`src/rtl/ex_wb_stage.sv`:
```
`default_nettype none
// ============================================================================
//  Module   : ex_wb_stage
//  Purpose  : Execute/writeback boundary. Registers a four-lane result bundle
//             (a0, a1, m, ls), removes same-tag duplicates (latest lane wins)
//             and drains live results over two register-file write ports,
//             stalling upstream while more than two results remain.
//  Revision : 1.0  initial release
// ============================================================================
module ex_wb_stage #(
    parameter int DW = 16,
    parameter int TW = 5
) (
    input  logic          clk,
    input  logic          rst_n,
    input  logic [TW-1:0] a0_Rd_tag,
    input  logic [TW-1:0] a1_Rd_tag,
    input  logic [TW-1:0] m_Rd_tag,
    input  logic [TW-1:0] ls_Rd_tag,
    input  logic [DW-1:0] a0_res,
    input  logic [DW-1:0] a1_res,
    input  logic [DW-1:0] m_res,
    input  logic [DW-1:0] ls_res,
    input  logic          stall_in,
    output logic          wr0_en,
    output logic          wr1_en,
    output logic [TW-1:0] wr0_tag,
    output logic [TW-1:0] wr1_tag,
    output logic [DW-1:0] wr0_data,
    output logic [DW-1:0] wr1_data,
    output logic          stall_out,
    output logic [3:0]    pend_mask
);

    // Lane order is program order: index 0 = a0 (oldest) .. 3 = ls (latest).
    logic [TW-1:0] w_in_tag  [4];
    logic [DW-1:0] w_in_data [4];

    assign w_in_tag[0]  = a0_Rd_tag;
    assign w_in_tag[1]  = a1_Rd_tag;
    assign w_in_tag[2]  = m_Rd_tag;
    assign w_in_tag[3]  = ls_Rd_tag;
    assign w_in_data[0] = a0_res;
    assign w_in_data[1] = a1_res;
    assign w_in_data[2] = m_res;
    assign w_in_data[3] = ls_res;

    logic [TW-1:0] tag_q  [4];
    logic [TW-1:0] tag_d  [4];
    logic [DW-1:0] data_q [4];
    logic [DW-1:0] data_d [4];
    logic [3:0]    pend_q;
    logic [3:0]    pend_d;

    logic [2:0]    w_pend_cnt;
    logic          w_capture;
    logic [3:0]    w_new_pend;
    logic          w_sel0_vld;
    logic          w_sel1_vld;
    logic [1:0]    w_sel0;
    logic [1:0]    w_sel1;
    logic [3:0]    w_served;

    // Busy when more results are pending than the two write ports can retire.
    always_comb begin
        w_pend_cnt = {2'b00, pend_q[0]} + {2'b00, pend_q[1]}
                   + {2'b00, pend_q[2]} + {2'b00, pend_q[3]};
    end

    assign stall_out = (w_pend_cnt > 3'd2);
    assign pend_mask = pend_q;
    assign w_capture = !stall_in && !stall_out;

    // A live lane is dropped when a later lane targets the same register.
    always_comb begin
        w_new_pend = 4'b0000;
        for (int i = 0; i < 4; i++) begin
            w_new_pend[i] = (w_in_tag[i] != '0);
            for (int j = i + 1; j < 4; j++) begin
                if (w_in_tag[i] == w_in_tag[j]) begin
                    w_new_pend[i] = 1'b0;
                end
            end
        end
    end

    // Port 0 takes the lowest pending lane, port 1 the next one.
    always_comb begin
        w_sel0_vld = 1'b0;
        w_sel1_vld = 1'b0;
        w_sel0     = 2'd0;
        w_sel1     = 2'd0;
        for (int i = 0; i < 4; i++) begin
            if (pend_q[i]) begin
                if (!w_sel0_vld) begin
                    w_sel0_vld = 1'b1;
                    w_sel0     = 2'(i);
                end else if (!w_sel1_vld) begin
                    w_sel1_vld = 1'b1;
                    w_sel1     = 2'(i);
                end
            end
        end
        w_served = ({3'b000, w_sel0_vld} << w_sel0) | ({3'b000, w_sel1_vld} << w_sel1);
    end

    assign wr0_en   = w_sel0_vld;
    assign wr1_en   = w_sel1_vld;
    assign wr0_tag  = w_sel0_vld ? tag_q[w_sel0]  : '0;
    assign wr1_tag  = w_sel1_vld ? tag_q[w_sel1]  : '0;
    assign wr0_data = w_sel0_vld ? data_q[w_sel0] : '0;
    assign wr1_data = w_sel1_vld ? data_q[w_sel1] : '0;

    // Next state: a capture replaces the bundle (old lanes all retire this
    // cycle since capture implies at most two were pending); otherwise retire
    // the lanes written this cycle.
    always_comb begin
        pend_d = pend_q & ~w_served;
        for (int i = 0; i < 4; i++) begin
            tag_d[i]  = tag_q[i];
            data_d[i] = data_q[i];
        end
        if (w_capture) begin
            pend_d = w_new_pend;
            for (int i = 0; i < 4; i++) begin
                tag_d[i]  = w_in_tag[i];
                data_d[i] = w_in_data[i];
            end
        end
    end

    // Holding registers and pending mask, cleared asynchronously.
    always_ff @(posedge clk or negedge rst_n) begin
        if (!rst_n) begin
            pend_q <= 4'b0000;
            for (int i = 0; i < 4; i++) begin
                tag_q[i]  <= '0;
                data_q[i] <= '0;
            end
        end else begin
            pend_q <= pend_d;
            for (int i = 0; i < 4; i++) begin
                tag_q[i]  <= tag_d[i];
                data_q[i] <= data_d[i];
            end
        end
    end

endmodule
`default_nettype wire

```
`config.mk`:
```
export PLATFORM = sky130hd
export DESIGN_NAME = ex_wb_stage
export DESIGN_NICKNAME = d
export VERILOG_FILES = /design/src/rtl/ex_wb_stage.sv
export SDC_FILE = /design/constraint.sdc
export NUM_CORES = 1
export LEC_CHECK = 0
export CAP_MARGIN = 20
export CORE_AREA = 2 2 106 108
export DETAILED_ROUTE_END_ITERATION = 7
export DIE_AREA = 0 0 108 110
export GPL_ROUTABILITY_DRIVEN = 1
export PLACE_DENSITY_LB_ADDON = 0.12
export SYNTH_ARGS = -nofsm -noshare
export SYNTH_HDL_FRONTEND = slang
export SYNTH_SLANG_ARGS = --single-unit
```
`constraint.sdc`:
```
create_clock -name clk -period 7.4 [get_ports clk]
set_input_delay 0.74 -clock clk [delete_from_list [all_inputs] [get_ports clk]]
set_output_delay 0.74 -clock clk [all_outputs]
set_load 0.1 [all_outputs]
```
==> results of run 1 <==
[area by class of cell]
type | instances | share of cell area [%]
clock inverter | 4 | 0.657
tap | 140 | 2.55
sequential | 88 | 32.1
multi-input combinational | 287 | 41.3
clock buffer | 11 | 2.06
inverter | 8 | 0.438
timing repair buffer | 143 | 20.8
[final timing paths]
check                                  startpoint                endpoint  depth (start not counted)
min in group clk            data_q[1]$_DFFE_PN0N_   data_q[1]$_DFFE_PN0N_                          1
hold reg to reg             data_q[1]$_DFFE_PN0N_   data_q[1]$_DFFE_PN0N_                          1
hold / removal                              rst_n  data_q[10]$_DFFE_PN0N_                          1
setup reg to reg           pend_mask[3]$_DFF_PN0_   data_q[4]$_DFFE_PN0N_                         11
setup / recovery           pend_mask[0]$_DFF_PN0_              wr0_tag[4]                          8
max in group asynchronous                   rst_n    tag_q[3]$_DFFE_PN0N_                          2
[registers in the layout, summed over array words and instances (netlist names)]
register	flops
tag_q	20
pend_mask	4
data_q	64
[cells by family after synthesis]
family                     after synthesis
muxes                                  148
DFF                                     88
and+or+nand+nor                         59
AOI/OAI and AO/OA                       42
buffers and inverters                   37
xor gates and xnor gates                30
adders and majority gates                8
[critical path, stage by stage (launching register included)]
cell,delay [ps]
dfrtp_1,420
inv_1,160
ha_1,320
nand2_2,120
o21ai_4,470
buf_4,380
mux4_1,580
and2_1,180
clkdlybuf4s50_1,970
[through the flow]
step / area, µm² / util (%)
after CTS: 6830 / 63.8
after floorplan: 5200 / -
after detailed placement: 6640 / 62.1
after global placement: 6640 / 62.1
final: 6860 / 64.1
after global routing: 6860 / 64.1
[layer usage]
layer | vias up | track usage (%)
li1 | 1755 | -
met1 | 1867 | 29.6
met2 | 146 | 37.4
met3 | 11 | 3.64
met4 | 0 | 7.33
met5 | - | 0
[layout by cell type, fill, tap and decap left out, types with 2 or more instances in the layout]
master / instances
mux4_2: 19
o21ai_0: 7
xnor2_1: 19
nand3_1: 6
and2_1: 21
mux4_1: 2
clkdlybuf4s50_1: 134
nor3_1: 4
nor2_1: 6
ha_1: 7
dfrtp_1: 88
clkbuf_8: 10
mux2i_1: 42
clkinv_2: 3
mux2_2: 84
o2111ai_1: 3
nand4_1: 2
nand2_1: 9
a21oi_1: 4
nand2_2: 2
o22ai_1: 23
or4_1: 4
buf_4: 8
xor2_1: 11
inv_1: 8
==> flow_summary.toml, run 1 <==
[run_status]
status = "finished, final reports clean"

[logic_synthesis]
yosysWarnings = 0
ys_seq_area_share_pct = 42.3
synth_cell_type_count = 33
synth_common_cells = "dfrtp_1, mux2_2, mux2i_1"
synth_edf_count = 0
synthXorXnorAreaFrac_pct = 5.05
synth_largest_area_cell = "dfrtp_1"
synth_top_area_share_pct = 42.3
synth_top_family_by_area = "multiplexers"
avgSynthCellArea_um2 = 12.6
synth-main-ff-cell = "dfrtp_1"
yosys.cell_count.top_type = "dfrtp_1"
ys_ff_latch = 88
synth-compound-area-share_pct = 4.98
synth-simple-area-share_pct = 6.28
synthTopCellsByArea = "dfrtp_1, mux2_2, mux2i_1"
syn_area_um2 = 5200
postSynthCellCount = 412
synth_nets = 507
async_flop_share_pct = 100
synth_mux_area_share_pct = 35.7
synthAdderAreaFrac_pct = 2.07

[clock_network]
clock-sinks = 88
clock_latency_ps = 340
clockBufferDepth = 2
clkSlewWorstSetupHoldPaths_ps = 90
cts_root_buf = "clkbuf_8"
tritoncts = "yes"
post_cts_buffers = 0
htreeDepth = 3
holdBufCountCts = 0
cts_resized = 0
cts_buffers = 9

[timing]
rsz0062_at_grt = "false"
setup_ws_ps = 2710
relSlewSlack_pct = 32.6
tns_ps = 0
clock_skew_ps = 8.32
drv_slew = 0
timing.hold.ws_ps = 355
fmax_mhz = 213
post-route-min-period_ps = 4690
tightest_slew_ps = 1010
fin_crit_sh_pct = 63.4
report.final.hold_viol_count = 0
finalSetupViolCount = 0

[placement]
dp_hpwl_um = 8630
portBuffers = 135
gp_congestion = 0.784
dpl.cell_count = 665
dp_slack_ps = 3040

[floorplanning]
die_w_um = 108
core_area_um2 = 10700
rows = 38
die_h_um = 110
initial_core_util_pct = 48.6
die_area_um2 = 11900
io_pins = 136

[critical_path]
worstSetupPathType = "reg -> out"
cp_max_fo = 12
reg2reg_setup_slack_ps = 4200
critPathLaunchType = "register"
required_ps = 6660
arrival_ps = 3950
setup.worst_path.end_class = "primary output"

[grt]
grt_pass1_vias = 3951
grt_usage_pct = 22.2
antenna_found_initial = 0
grt_max_degree = 93
overflow = 0
grt_pass1_wl_um = 20200

[route]
drcViolationCount = 0
met2_length_um = 6230
ant_nets = 0
drtIter0Drc = 137
top_layer_used = "met4"
dr_wl_met3_um = 984
wl_met1_um = 5440
routed_wl_um = 12800
dr.pass1.iters = 4
vias = 3779
wl_per_cell_um = 18.8
via_per_inst = 5.55

[final_layout]
multi_input_area_um2 = 2840
fill_cells = 875
fin_cells = 681
fin_nets = 632
post_route_cells_drive_above_1_share_pct = 25.0
diodes = 0
area_growth_pct = 31.8
ff_latch_area_um2 = 2200

[run]
drv_cap = 0

[hold_path]
hp-class = "in -> async"
Power of run 1 is left out: the tool's default activity adds up to more than one toggle a clock period on the data nets, which glitch-free logic cannot reach.
==> run 2: changes to the inputs <==
- clock period: 7.4 -> 4.35 ns (I/O delays scaled with it)
==> run 2 against run 1 <==
  * Final cell count increased by 0.59%
  * Worst hold slack got worse by 330 ps
  * Global-route usage increased by 0.66 points
  * Wire length rose by 1.1%
  * Worst setup slack worse by 2100 ps
==> flow_summary.toml, run 2 (synthesis results as in run 1) <==
[run_status]
status = "finished, final reports clean"

[final_layout]
final_area_um2 = 6770
post-route-util_pct = 63.3
largest_reg_flops = 64
regMostFlops = "data_q"
diodes = 0
post_route_cells_drive_above_1_share_pct = 33.8
final_common_cell = "clkdlybuf4s50_1"
mostFrequentLayoutCells = "clkdlybuf4s50_1, dfrtp_1, mux2_2"
fin_nets = 636
area_growth_pct = 30.1

[route]
wl_per_cell_um = 18.9
via_per_inst = 5.59
drtIter0Drc = 136
ant_nets = 0
drcViolationCount = 0
dr.pass1.iters = 4
routed_wl_um = 12900
vias = 3829

[critical_path]
worstPathCellList = "inv_1, ha_1, nand2_2, o21ai_4, mux4_1, and2_1, clkdlybuf4s50_1"
critPathLaunchType = "register"
max_stage_delay_ps = 960
worstSetupPathType = "reg -> out"
cpMaxStageDelayCell = "clkdlybuf4s50_1"
reg2reg_from = "pend_mask[3]$_DFF_PN0_"
cp_max_fo = 7
reg2reg_depth = 10
arrival_ps = 3270
rr_endpoint = "data_q[18]$_DFFE_PN0N_"
reg2reg_setup_slack_ps = 1050
setup.worst_path.end_class = "primary output"
critPathBufInv = 2
required_ps = 3910
critPathTopFamily = "buffers and inverters"

[timing]
setup_ws_ps = 644
drv_slew = 0
rsz0062_at_grt = "false"
post-route-min-period_ps = 3710
fmax_mhz = 270
finalSetupViolCount = 0
clock_skew_ps = 12.0
fin_crit_sh_pct = 85.2
relSlewSlack_pct = 35.0
tns_ps = 0
report.final.hold_viol_count = 0
tightest_slew_ps = 972

[clock_network]
cts_buffers = 9
holdBufCountCts = 0
cts_root_buf = "clkbuf_8"
clock-sinks = 88
cts_resized = 0
clock_latency_ps = 370
post_cts_buffers = 0
clkSlewWorstSetupHoldPaths_ps = 90
htreeDepth = 3
clockBufferDepth = 2
tritoncts = "yes"

[floorplanning]
core_area_um2 = 10700
die_h_um = 110
die_area_um2 = 11900
initial_core_util_pct = 48.6
rows = 38
die_w_um = 108
io_pins = 136

[placement]
portBuffers = 135
dp_slack_ps = 1020
gp_congestion = 0.818
dp_hpwl_um = 8950
placed_cell_area_um2 = 6580

[grt]
grt_usage_pct = 22.9
antenna_found_initial = 0
grt_max_degree = 52
grt_pass1_vias = 3927
grt_pass1_wl_um = 20500
overflow = 0

[run]
drv_cap = 0

[hold_path]
hp-class = "in -> async"
## run 2: cell count changes in the layout (fill, tap and decap cells not counted)
cell | before | now
a21oi_1 | 4 | 3
clkbuf_1 | 1 | 0
buf_4 | 8 | 56
clkbuf_8 | 10 | 13
bufinv_16 | 1 | 0
clkinvlp_4 | 0 | 1
buf_16 | 1 | 0
a21oi_2 | 1 | 2
clkinv_2 | 3 | 1
clkdlybuf4s50_1 | 134 | 91
## run 2: layout make-up
type                    instances  area (µm²)
fillers                       914        3930
inverters                       8        30.0
well taps                     140         175
multi-input cells             287        2840
repair buffers                147        1330
flip-flops and latches         88        2200
clock buffers                  13         179
clock inverters                 2        12.5
## run 2: stage by stage
stage	hold slack, ps	instances
global placement	432	670
global route	63.1	685
CTS	35.0	685
detailed placement	433	670
floorplan	139	412
finish	22.4	685
## run 2: per-layer routing
layer  up-vias  GRT usage [%]  routed length [µm]
li1       1763              -                   -
met1      1927           30.1                5550
met2       119           38.7                6450
met3        20           3.29                 664
met4         0           8.88                 251
met5         -              0                   0
## run 2: worst max path at each step
stage / start / to / slack, ps / cells past startpoint
after floorplan: pend_mask[0]$_DFF_PN0_ / wr1_data[0] / 40 / 9
after detailed placement: pend_mask[3]$_DFF_PN0_ / data_q[18]$_DFFE_PN0N_ / 1020 / 10
after CTS: pend_mask[0]$_DFF_PN0_ / wr0_tag[4] / 640 / 7
after global routing: pend_mask[0]$_DFF_PN0_ / wr0_tag[4] / 510 / 7
after global placement: pend_mask[0]$_DFF_PN0_ / wr0_tag[4] / 1140 / 7
final: pend_mask[0]$_DFF_PN0_ / wr0_tag[4] / 640 / 7
Power of run 2 is left out for the same reason.
==> run 3: changes to the inputs <==
--- a/config.mk
+++ b/config.mk
@@ -8,5 +8,5 @@
 export CAP_MARGIN = 20
-export CORE_AREA = 2 2 106 108
+export CORE_AREA = 2 2 125 127
 export DETAILED_ROUTE_END_ITERATION = 7
-export DIE_AREA = 0 0 108 110
+export DIE_AREA = 0 0 127 129
 export GPL_ROUTABILITY_DRIVEN = 1
==> constraint.sdc (replaced) <==
create_clock -name clk -period 4.35 [get_ports clk]
set_input_delay 0.87 -clock clk [delete_from_list [all_inputs] [get_ports clk]]
set_output_delay 0.87 -clock clk [all_outputs]
set_load 0.1 [all_outputs]
==> run 3 against run 2 <==
  * First-iteration DRC count increased by 8.8%
  * Flip-flop and latch count did not move
  * Global-route usage is 5.2 points lower
  * Wire length grew 8.0%
  * Die area increased by 38%
  * Maximum frequency fell by 4.5%
  * Non-clock buffer count shrank 3
  * Count of clock-buffer cells in the layout decreased by 1
  * Utilization fell by 16 points
  * Final cell count up 6.6%
  * Register-to-register slack lost 20 ps
  * Critical path type unchanged
==> flow_summary.toml, run 3 (synthesis results as in run 1) <==
[timing]
report.final.hold_viol_count = 0
post-route-min-period_ps = 3880
clock_skew_ps = 4.77
fmax_mhz = 258
tightest_slew_ps = 985
fin_crit_sh_pct = 89.2
relSlewSlack_pct = 34.1
rsz0062_at_grt = "false"
timing.hold.ws_ps = 523
drv_slew = 0
finalSetupViolCount = 0
tns_ps = 0

[floorplanning]
die_h_um = 129
core_area_um2 = 15000
initial_core_util_pct = 34.7
die_w_um = 127
io_pins = 136
die_area_um2 = 16400
rows = 45

[hold_path]
min_path_cells = 1
holdPathEnd = "tag_q[16]$_DFFE_PN0N_"
min_from = "tag_q[16]$_DFFE_PN0N_"
hp-class = "reg -> reg"

[route]
ant_nets = 0
via_per_inst = 5.11
vias = 3731
drcViolationCount = 0
dr.pass1.iters = 4
routed_wl_um = 13900
drtIter0Drc = 148
wl_per_cell_um = 19.1

[final_layout]
fill_cells = 1380
mostFrequentLayoutCells = "clkdlybuf4s50_1, dfrtp_1, mux2_2"
post_route_cells_drive_above_1_share_pct = 37.5
ff_latch_area_um2 = 2200
regMostFlops = "data_q"
fin_nets = 633
area_growth_pct = 36.6
final_common_cell = "clkdlybuf4s50_1"
multi_input_area_um2 = 2990
diodes = 0
largest_reg_flops = 64

[critical_path]
rr_endpoint = "data_q[0]$_DFFE_PN0N_"
arrival_ps = 3010
reg2reg_from = "pend_mask[3]$_DFF_PN0_"
reg2reg_setup_slack_ps = 1030
required_ps = 3480
setup.worst_path.end_class = "primary output"
critPathLaunchType = "register"
reg2reg_depth = 10
worstSetupPathType = "reg -> out"
cp_max_fo = 18

[clock_network]
htreeDepth = 3
holdBufCountCts = 0
post_cts_buffers = 0
clock_latency_ps = 340
cts_resized = 0
cts_buffers = 9
cts_root_buf = "clkbuf_16"
clockBufferDepth = 2
clkSlewWorstSetupHoldPaths_ps = 60
tritoncts = "yes"
clock-sinks = 88

[grt]
grt_max_degree = 63
grt_pass1_vias = 3993
antenna_found_initial = 0
overflow = 0
grt_usage_pct = 17.7
grt_pass1_wl_um = 22000

[placement]
portBuffers = 135
gp_congestion = 0.774
dp_hpwl_um = 9700

[run_status]
status = "finished, final reports clean"

[run]
drv_cap = 0
==> run 3: changes by cell type in the layout (fill, tap and decap cells not counted), sizes merged <==
cell / change
clkdlybuf4s50: -2
clkinvlp: -1
clkbuf: -1
bufinv: +2
buf: -1
==> run 3: cell type report <==
cell class / count / area share (%)
Inverter: 8 / 0.423
Clock inverter: 3 / 0.916
Sequential cell: 88 / 31.0
Clock buffer: 12 / 3.61
Multi-Input combinational cell: 287 / 42.0
Timing Repair Buffer: 144 / 18.7
Tap cell: 188 / 3.31
==> run 3: metrics by stage <==
stage	cell area, µm²	instances	utilization [%]	worst slack [ps]
floorplan	5340	412	-	67.0
global placement	6780	715	45.3	939
global route	7100	730	47.4	256
finish	7100	730	47.4	471
detailed placement	6780	715	45.3	827
CTS	7100	730	47.4	449
==> run 3: how the worst max path moves through the flow <==
stage          depth (start not counted)                    from                    end  slack [ps]
6_report                               9  pend_mask[0]$_DFF_PN0_            wr1_data[9]         470
3_3_place_gp                           9  pend_mask[0]$_DFF_PN0_            wr1_data[8]         940
3_5_place_dp                           9  pend_mask[0]$_DFF_PN0_            wr1_data[9]         830
2_1_floorplan                         11  pend_mask[0]$_DFF_PN0_  data_q[0]$_DFFE_PN0N_          70
5_1_grt                                9  pend_mask[0]$_DFF_PN0_            wr1_data[8]         260
4_1_cts                                9  pend_mask[0]$_DFF_PN0_            wr1_data[9]         450
==> run 3: critical path: stages, from the launching register on <==
cell and delay (ps):
dfrtp_1 400, inv_1 160, ha_1 320, nand2_1 120, o21ai_0 110, a21o_2 570, buf_4 330, mux2i_1 280
o22ai_2 100, buf_4 260
==> run 3: routing by layer <==
layer / up-vias / routed length (µm) / global-route usage, % / share of wire, %
met5: - / 0 / 0 / 0
met4: 0 / 181 / 5.62 / 1.3
met3: 11 / 599 / 3.87 / 4.3
met2: 90 / 6840 / 29.8 / 49
met1: 1870 / 6330 / 22.9 / 45
li1: 1760 / - / - / -
Power of run 3 is left out for the same reason.
